<file path="src/rtl/packet_cmd.sv">
// rtl/packet_cmd.sv - packet RAM command decoder issuing configuration-register writes
module packet_cmd #(
    parameter logic [7:0] MAGIC0  = 8'h47,
    parameter logic [7:0] MAGIC1  = 8'h46,
    parameter int         MAX_REC = 20
) (
    input  logic        clk,
    input  logic        rst_n,
    input  logic        eth_rx_ready,
    output logic        eth_rx_read,
    output logic [5:0]  eth_rx_raddr,
    input  logic [7:0]  eth_rx_rdata,
    input  logic        cfg_busy,
    output logic        cfg_we,
    output logic [7:0]  cfg_addr,
    output logic [15:0] cfg_wdata,
    output logic [7:0]  pkt_ok_count,
    output logic [7:0]  pkt_bad_count
);

    typedef enum logic [2:0] {
        S_IDLE,
        S_FETCH,
        S_CAPTURE,
        S_ISSUE,
        S_RELEASE
    } state_t;

    localparam logic [7:0] MAX_REC_B = 8'(MAX_REC);

    state_t      state_q, state_d;
    logic [5:0]  raddr_q, raddr_d;
    logic [7:0]  n_q, n_d;
    logic [7:0]  rec_q, rec_d;
    logic [1:0]  fld_q, fld_d;
    logic        bad_q, bad_d;
    logic [7:0]  cfg_addr_q, cfg_addr_d;
    logic [15:0] cfg_wdata_q, cfg_wdata_d;
    logic [7:0]  ok_cnt_q, ok_cnt_d;
    logic [7:0]  bad_cnt_q, bad_cnt_d;

    assign eth_rx_raddr  = raddr_q;
    assign cfg_addr      = cfg_addr_q;
    assign cfg_wdata     = cfg_wdata_q;
    assign pkt_ok_count  = ok_cnt_q;
    assign pkt_bad_count = bad_cnt_q;

    // Next-state, byte decode and strobe generation; strobes are decoded from the state
    always_comb begin
        state_d     = state_q;
        raddr_d     = raddr_q;
        n_d         = n_q;
        rec_d       = rec_q;
        fld_d       = fld_q;
        bad_d       = bad_q;
        cfg_addr_d  = cfg_addr_q;
        cfg_wdata_d = cfg_wdata_q;
        ok_cnt_d    = ok_cnt_q;
        bad_cnt_d   = bad_cnt_q;
        cfg_we      = 1'b0;
        eth_rx_read = 1'b0;

        case (state_q)
            S_IDLE: begin
                if (eth_rx_ready) begin
                    raddr_d = 6'd0;
                    bad_d   = 1'b0;
                    state_d = S_FETCH;
                end
            end

            S_FETCH: begin
                state_d = S_CAPTURE;
            end

            S_CAPTURE: begin
                case (raddr_q)
                    6'd0: begin
                        if (eth_rx_rdata != MAGIC0) begin
                            bad_d   = 1'b1;
                            state_d = S_RELEASE;
                        end else begin
                            raddr_d = raddr_q + 6'd1;
                            state_d = S_FETCH;
                        end
                    end
                    6'd1: begin
                        if (eth_rx_rdata != MAGIC1) begin
                            bad_d   = 1'b1;
                            state_d = S_RELEASE;
                        end else begin
                            raddr_d = raddr_q + 6'd1;
                            state_d = S_FETCH;
                        end
                    end
                    6'd2: begin
                        n_d   = eth_rx_rdata;
                        rec_d = 8'd0;
                        fld_d = 2'd0;
                        if (eth_rx_rdata > MAX_REC_B) begin
                            bad_d   = 1'b1;
                            state_d = S_RELEASE;
                        end else if (eth_rx_rdata == 8'd0) begin
                            state_d = S_RELEASE;
                        end else begin
                            raddr_d = raddr_q + 6'd1;
                            state_d = S_FETCH;
                        end
                    end
                    default: begin
                        // Record fields are latched straight into the write-bus registers
                        case (fld_q)
                            2'd0: begin
                                cfg_addr_d = eth_rx_rdata;
                                fld_d      = 2'd1;
                                raddr_d    = raddr_q + 6'd1;
                                state_d    = S_FETCH;
                            end
                            2'd1: begin
                                cfg_wdata_d[15:8] = eth_rx_rdata;
                                fld_d             = 2'd2;
                                raddr_d           = raddr_q + 6'd1;
                                state_d           = S_FETCH;
                            end
                            default: begin
                                cfg_wdata_d[7:0] = eth_rx_rdata;
                                fld_d            = 2'd0;
                                state_d          = S_ISSUE;
                            end
                        endcase
                    end
                endcase
            end

            S_ISSUE: begin
                if (!cfg_busy) begin
                    cfg_we = 1'b1;
                    if (rec_q == n_q - 8'd1) begin
                        state_d = S_RELEASE;
                    end else begin
                        rec_d   = rec_q + 8'd1;
                        raddr_d = raddr_q + 6'd1;
                        state_d = S_FETCH;
                    end
                end
            end

            S_RELEASE: begin
                eth_rx_read = 1'b1;
                if (bad_q) begin
                    bad_cnt_d = bad_cnt_q + 8'd1;
                end else begin
                    ok_cnt_d = ok_cnt_q + 8'd1;
                end
                state_d = S_IDLE;
            end

            default: begin
                state_d = S_IDLE;
            end
        endcase
    end

    // State and datapath registers with asynchronous clear
    always_ff @(posedge clk or negedge rst_n) begin
        if (!rst_n) begin
            state_q     <= S_IDLE;
            raddr_q     <= 6'd0;
            n_q         <= 8'd0;
            rec_q       <= 8'd0;
            fld_q       <= 2'd0;
            bad_q       <= 1'b0;
            cfg_addr_q  <= 8'd0;
            cfg_wdata_q <= 16'd0;
            ok_cnt_q    <= 8'd0;
            bad_cnt_q   <= 8'd0;
        end else begin
            state_q     <= state_d;
            raddr_q     <= raddr_d;
            n_q         <= n_d;
            rec_q       <= rec_d;
            fld_q       <= fld_d;
            bad_q       <= bad_d;
            cfg_addr_q  <= cfg_addr_d;
            cfg_wdata_q <= cfg_wdata_d;
            ok_cnt_q    <= ok_cnt_d;
            bad_cnt_q   <= bad_cnt_d;
        end
    end

endmodule

</file>
<file path="config.mk">
export PLATFORM = sky130hd
export DESIGN_NAME = packet_cmd
export DESIGN_NICKNAME = d
export VERILOG_FILES = /design/src/rtl/packet_cmd.sv
export SDC_FILE = /design/constraint.sdc
export NUM_CORES = 1
export LEC_CHECK = 0
export CORE_UTILIZATION = 45
export CTS_CLUSTER_DIAMETER = 100
export DETAILED_ROUTE_END_ITERATION = 8
export PLACE_DENSITY = 0.67
export SLEW_MARGIN = 20
export SYNTH_ARGS = -nofsm -noshare
export SYNTH_HDL_FRONTEND = slang
export SYNTH_SLANG_ARGS = --single-unit
</file>
<file path="constraint.sdc">
create_clock -name clk -period 2.7 [get_ports clk]
set_input_delay 0.54 -clock clk [delete_from_list [all_inputs] [get_ports clk]]
set_output_delay 0.54 -clock clk [all_outputs]
set_load 0.02 [all_outputs]
</file>
==> impl_metrics.tcl, run 1 <==
set metrics [dict create \
    vias 2655 \
    p_seq_frac 0.371 \
    post-place-ws_ns -0.08843 \
    internal_power_mw 2.999 \
    ys.flop_type "dfrtp_1" \
    skew_ns 0.008858 \
    antennaDiodeCount 0 \
    grt_max_degree 44 \
    hold_violations 0 \
    max-vdd-ir-drop_mv 0.6412 \
    synthArstFlopShare 1.000 \
    numCtsBuffers 9 \
    std_cell_rows 31 \
    worstPathMaxFanout 11 \
    syn_inst 325 \
    antenna_found_initial 0 \
    setup_viol 0 \
    routed_wl_microns 7586 \
    yosysSeqAreaShare 0.4843 \
    die_width_microns 90.36 \
    syn-num-nets 345 \
    fill_cells 618 \
    yosys-top-cells-count "dfrtp_1, nand2_1, nand3_1, nor2_1, mux2_2" \
    finalMaxSlewViolations 0 \
    clkTransAtPathRegs_ns 0.08 \
    yosys.cell_count.top_type "dfrtp_1" \
    fin_crit_ns 2.526 \
    cts_setup_buffers 0 \
    grt_usage 0.2018 \
    die_h_microns 90.36 \
    fin_ws_ns 0.1737 \
    final_nets 419 \
    dpl.hpwl_microns 5463 \
    fin_setup_tns_ns 0 \
    r2r-start "eth_rx_raddr[0]" \
    worstPathArrival_ns 1.99 \
    cts.sinks 68 \
    hp-class "input pin to asynchronous set/reset pin" \
    drc 0 \
    antenna_left 0 \
    crit_type "flip-flop to primary output" \
    synth_area_leaders "dfrtp_1, mux2_2, nand2_1" \
    synthDominantCellAreaShare 0.4843 \
    rr_endpoint "cfg_wdata[10]" \
    max_slew_margin 0.5858 \
    power_frac_clock 0.170 \
    start_util 0.4742 \
    die-area_sq_um 8165 \
    cp-end-kind "primary output" \
    rsz0062_at_grt "false" \
    ys_ff_latch 68 \
    ff2ff_path_depth 7 \
    synth_cell_types 50 \
    cts_tree "done" \
    place_congestion 0.7761 \
    clock.fmax_ghz 0.3958 \
    outcome "complete, no violations" \
    grt-ovfl-total 0 \
    port_buffers 59 \
    synth_edf_count 0 \
    grt_pass1_wl_microns 13010 \
    synth_warnings 0 \
    cts_buffer_depth 2 \
    wl_per_cell_microns 15.08 \
    period_share 0.9357 \
    num_io_pins 60 \
    syn_area_sq_um 3513 \
    start_kind "flip-flop" \
    via_per_inst 5.278 \
    layout-drive-gt1-share 0.1683 \
    pwr_density_cell_nw_per_um2 1114 \
    comb_power_share 0.459 \
    drv_cap 0 \
    r2r_slack_ns 0.35 \
    cp.required_ns 2.16 \
    clockRootBuffer "clkbuf_8" \
    power_leakage_nw 2.018 \
    core_area_sq_um 7408 \
    switchingPower_mw 2.005 \
    clk_latency_ns 0.35 \
    drt_first_pass_iters 4 \
    swShare 0.4006 \
    grt_pass1_vias 2601 \
    syn_area_per_cell_sq_um 10.81 \
    area_growth_pct 27.85 \
    worst_pin_slew_ns 0.6213 \
    drt_iter0_drc 103 \
    htree_levels 3 \
    synth_top_area_cell "dfrtp_1" \
]
how the worst max path moves through the flow:
stage | start | endpoint | slack [ns]
finish | state_q[2] | cfg_we | 0.17
global route | eth_rx_rdata[1] | eth_rx_raddr[3] | 0.007
CTS | state_q[1] | cfg_we | 0.11
detailed placement | eth_rx_rdata[1] | eth_rx_raddr[3] | -0.09
global placement | eth_rx_rdata[1] | eth_rx_raddr[3] | -0.02
floorplan | eth_rx_raddr[0] | cfg_addr[0] | 0.35
critical path: stages, from the launching register on:
cell and delay, ns:
dfrtp_1 0.49, nand3b_1 0.28, nor2_2 0.23, clkdlybuf4s50_1 0.64
per-layer routing:
layer / vias up / track usage / routed length, microns / share of wire
met5: - / 0 / 0 / 0
met4: 0 / 0.08065 / 119 / 0.016
met3: 11 / 0.04798 / 422 / 0.056
met2: 67 / 0.2964 / 3285 / 0.43
met1: 1283 / 0.2870 / 3759 / 0.50
li1: 1294 / - / - / -
flip-flops by register name, summed over array words and instances (netlist names):
signal and count:
state_q 3, bad_q 1, fld_q 2, rec_q 8, pkt_bad_count 8, cfg_wdata 16
n_q 8, pkt_ok_count 8, cfg_addr 8, eth_rx_raddr 6
placed cells by master, fill, tap and decap left out, drive strengths merged, types with 9 or more instances in the layout:
master / n
and3: 9
buf: 16
clkbuf: 9
clkdlybuf4s50: 58
dfrtp: 68
inv: 10
mux2: 28
mux2i: 13
nand2: 46
nand3: 18
nand4: 9
nor2: 18
nor3: 9
o21ai: 11
xnor2: 13
xor2: 10
power groups by stage:
stage                     Sequential, mW  Combinational [mW]  Clock (mW)
after global routing                1.93                2.50       0.913
after global placement              1.86                2.26           0
final                               1.86                2.30       0.851
after floorplan                     2.05                1.25           0
after CTS                           1.85                2.31       0.871
after detailed placement            1.86                2.29           0
through the flow:
stage | power (mW) | area, sq um | std cells | util | hold WS [ns]
4_1_cts | 5.033 | 4491 | 503 | 0.6061 | 0.2133
3_5_place_dp | 4.151 | 4293 | 487 | 0.5795 | 0.4638
2_1_floorplan | 3.304 | 3513 | 325 | - | 0.2444
6_report | 5.004 | 4492 | 503 | 0.6063 | 0.2033
5_1_grt | 5.342 | 4492 | 503 | 0.6063 | 0.2458
3_3_place_gp | 4.114 | 4293 | 487 | 0.5795 | 0.4591
layout make-up:
class                           count  area [sq um]  area share
Multi-Input combinational cell    238          1727      0.3844
Sequential cell                    68          1703      0.3791
Timing Repair Buffer               74         710.7      0.1582
Clock buffer                        9         123.9     0.02758
Tap cell                           99         123.9     0.02758
Clock inverter                      7         73.82     0.01643
Inverter                            8         30.03    0.006685
logic make-up (layout without fill, tap and decap cells):
logic type	count (synthesis)	after routing	synth area share
AND/OR/NAND/NOR	133	133	0.1998
multiplexers	41	41	0.1364
adder cells (fa/ha/maj)	8	8	0.02849
AO/OA/AOI/OAI	33	33	0.06944
buffers and inverters	19	98	0.02422
XOR/XNOR	23	23	0.05734
flip-flops	68	68	0.4843
repair_timing:
item	4_1_cts	5_1_grt
hold buffers	0	0
endpoints found under the hold margin	0	0
setup endpoints to repair	0	1
gates resized for setup	0	1
No activity file was read; power rests on OpenSTA's default activity.
==> inputs of run 2 (changes only) <==
Settings changed: CAP_MARGIN from default to 15, SLEW_MARGIN 20 to 25.
Clock period 2.7 ns to 3.2 ns, I/O delays scaled along.
==> impl_metrics.tcl, run 2 (same netlist as run 1, synthesis figures left out) <==
set metrics [dict create \
    outcome "complete, no violations" \
    num_io_pins 60 \
    std_cell_rows 31 \
    die_h_microns 90.36 \
    setup_viol 0 \
    crit_slowest_cell "clkdlybuf4s50_1" \
    rr_endpoint "eth_rx_raddr[3]" \
    numCtsBuffers 9 \
    die_width_microns 90.36 \
    path_cells "clkdlybuf4s50_1 -> nor2_2 -> clkdlybuf4s50_1" \
    drc 0 \
    drt_first_pass_iters 4 \
    max-vdd-ir-drop_mv 0.5151 \
    crit_type "input pin to primary output" \
    crit_top_cell "clkdlybuf4s50_1" \
    core_area_sq_um 7408 \
    clkTransAtPathRegs_ns 0.08 \
    cts_resized 0 \
    antenna_left 0 \
    final_common_cell "dfrtp_1" \
    antennaDiodeCount 0 \
    worstPathMaxFanout 6 \
    max_slew_margin 0.5617 \
    antenna_found_initial 0 \
    die-area_sq_um 8165 \
    r2r_slack_ns 0.64 \
    grt_pass1_wl_microns 12670 \
    cts_tree "done" \
    fin_crit_ns 2.617 \
    grt_pass1_vias 2589 \
    cts_setup_buffers 0 \
    area_growth_pct 26.32 \
    clk_latency_ns 0.35 \
    wl_per_cell_microns 14.88 \
    cp-end-kind "primary output" \
    grt-ovfl-total 0 \
    grt_max_degree 31 \
    place_area_sq_um 4205 \
    largest_register_ffs 16 \
    start_kind "input pin" \
    routed_wl_microns 7336 \
    cts_buffer_depth 2 \
    ff2ff_path_depth 7 \
    finalMaxSlewViolations 0 \
    cts.sinks 68 \
    pwr_density_cell_nw_per_um2 967.5 \
    vias 2613 \
    hp-class "input pin to asynchronous set/reset pin" \
    start_util 0.4742 \
    fin_setup_tns_ns 0 \
    place_congestion 0.7598 \
    drt_iter0_drc 136 \
    worstPathArrival_ns 1.98 \
    clockRootBuffer "clkbuf_8" \
    period_share 0.8178 \
    final_cell_mix "dfrtp_1, clkdlybuf4s50_1, nand2_1, nand3_1, nor2_1" \
    cts_hold_buf 0 \
    hold_violations 0 \
    dpl.hpwl_microns 5394 \
    final_nets 409 \
    port_buffers 59 \
    r2r-start "eth_rx_raddr[2]" \
    htree_levels 3 \
    via_per_inst 5.300 \
    layout-drive-gt1-share 0.1447 \
    design_area_sq_um 4438 \
    power_leakage_nw 1.983 \
    skew_ns 0.01144 \
    rsz0062_at_grt "false" \
    slowest_delay_ns 0.61 \
    worst_pin_slew_ns 0.6575 \
    cp.required_ns 2.56 \
    grt_usage 0.1971 \
    clock.fmax_ghz 0.3821 \
    drv_cap 0 \
]
-- run 2: changes by cell type in the layout (fill, tap and decap cells not counted), sizes merged --
cell | previous run | this run
buf | 16 | 6
bufinv | 1 | 2
clkbuf | 9 | 10
clkinv | 3 | 2
clkinvlp | 1 | 0
-- run 2: layout make-up --
type | instances | area (sq um)
Fill cell | 630 | 2970
Inverter | 8 | 30.03
Clock buffer | 10 | 137.6
Timing Repair Buffer | 64 | 623.1
Tap cell | 99 | 123.9
Sequential cell | 68 | 1702
Multi-Input combinational cell | 238 | 1727
Clock inverter | 6 | 95.09
-- run 2: worst max-delay path, delay by kind of cell --
family	cells	cell delay [ns]
AND/OR/NAND/NOR	1	0.17
buffers and inverters	2	1.16
-- run 2: per-stage QoR --
| stage | hold WS [ns] | worst slack (ns) | total power, mW | cells | utilization |
|---|---|---|---|---|---|
| 3_5_place_dp | 0.4693 | 0.2793 | 3.483 | 477 | 0.5676 |
| 6_report | 0.3144 | 0.5829 | 4.294 | 493 | 0.5991 |
| 4_1_cts | 0.3338 | 0.5873 | 4.327 | 493 | 0.5991 |
| 3_3_place_gp | 0.4610 | 0.4090 | 3.461 | 477 | 0.5676 |
| 5_1_grt | 0.3597 | 0.3876 | 4.588 | 493 | 0.5991 |
| 2_1_floorplan | 0.3444 | 0.8479 | 2.788 | 325 | - |
-- run 2: report_power, final --
group,internal [mW],switching (mW),total [mW]
logic,0.954,0.955,1.91
clock network,0.468,0.353,0.821
registers,1.20,0.365,1.56
total,2.62,1.67,4.29
-- run 2: worst max-delay path by stage --
stage | start | to | depth (start not counted)
floorplan | eth_rx_raddr[0] | cfg_addr[0] | 6
global placement | eth_rx_rdata[2] | eth_rx_raddr[3] | 8
detailed placement | eth_rx_rdata[2] | eth_rx_raddr[3] | 8
CTS | cfg_busy | cfg_we | 3
global route | eth_rx_raddr[2] | eth_rx_raddr[3] | 7
finish | cfg_busy | cfg_we | 3
-- run 2: routing by layer --
metal / GRT usage / share of wire / up-vias
met4: 0.08468 / 0.018 / 0
met1: 0.2676 / 0.49 / 1263
met3: 0.05219 / 0.060 / 13
li1: - / - / 1279
met5: 0 / 0 / -
met2: 0.2971 / 0.43 / 58
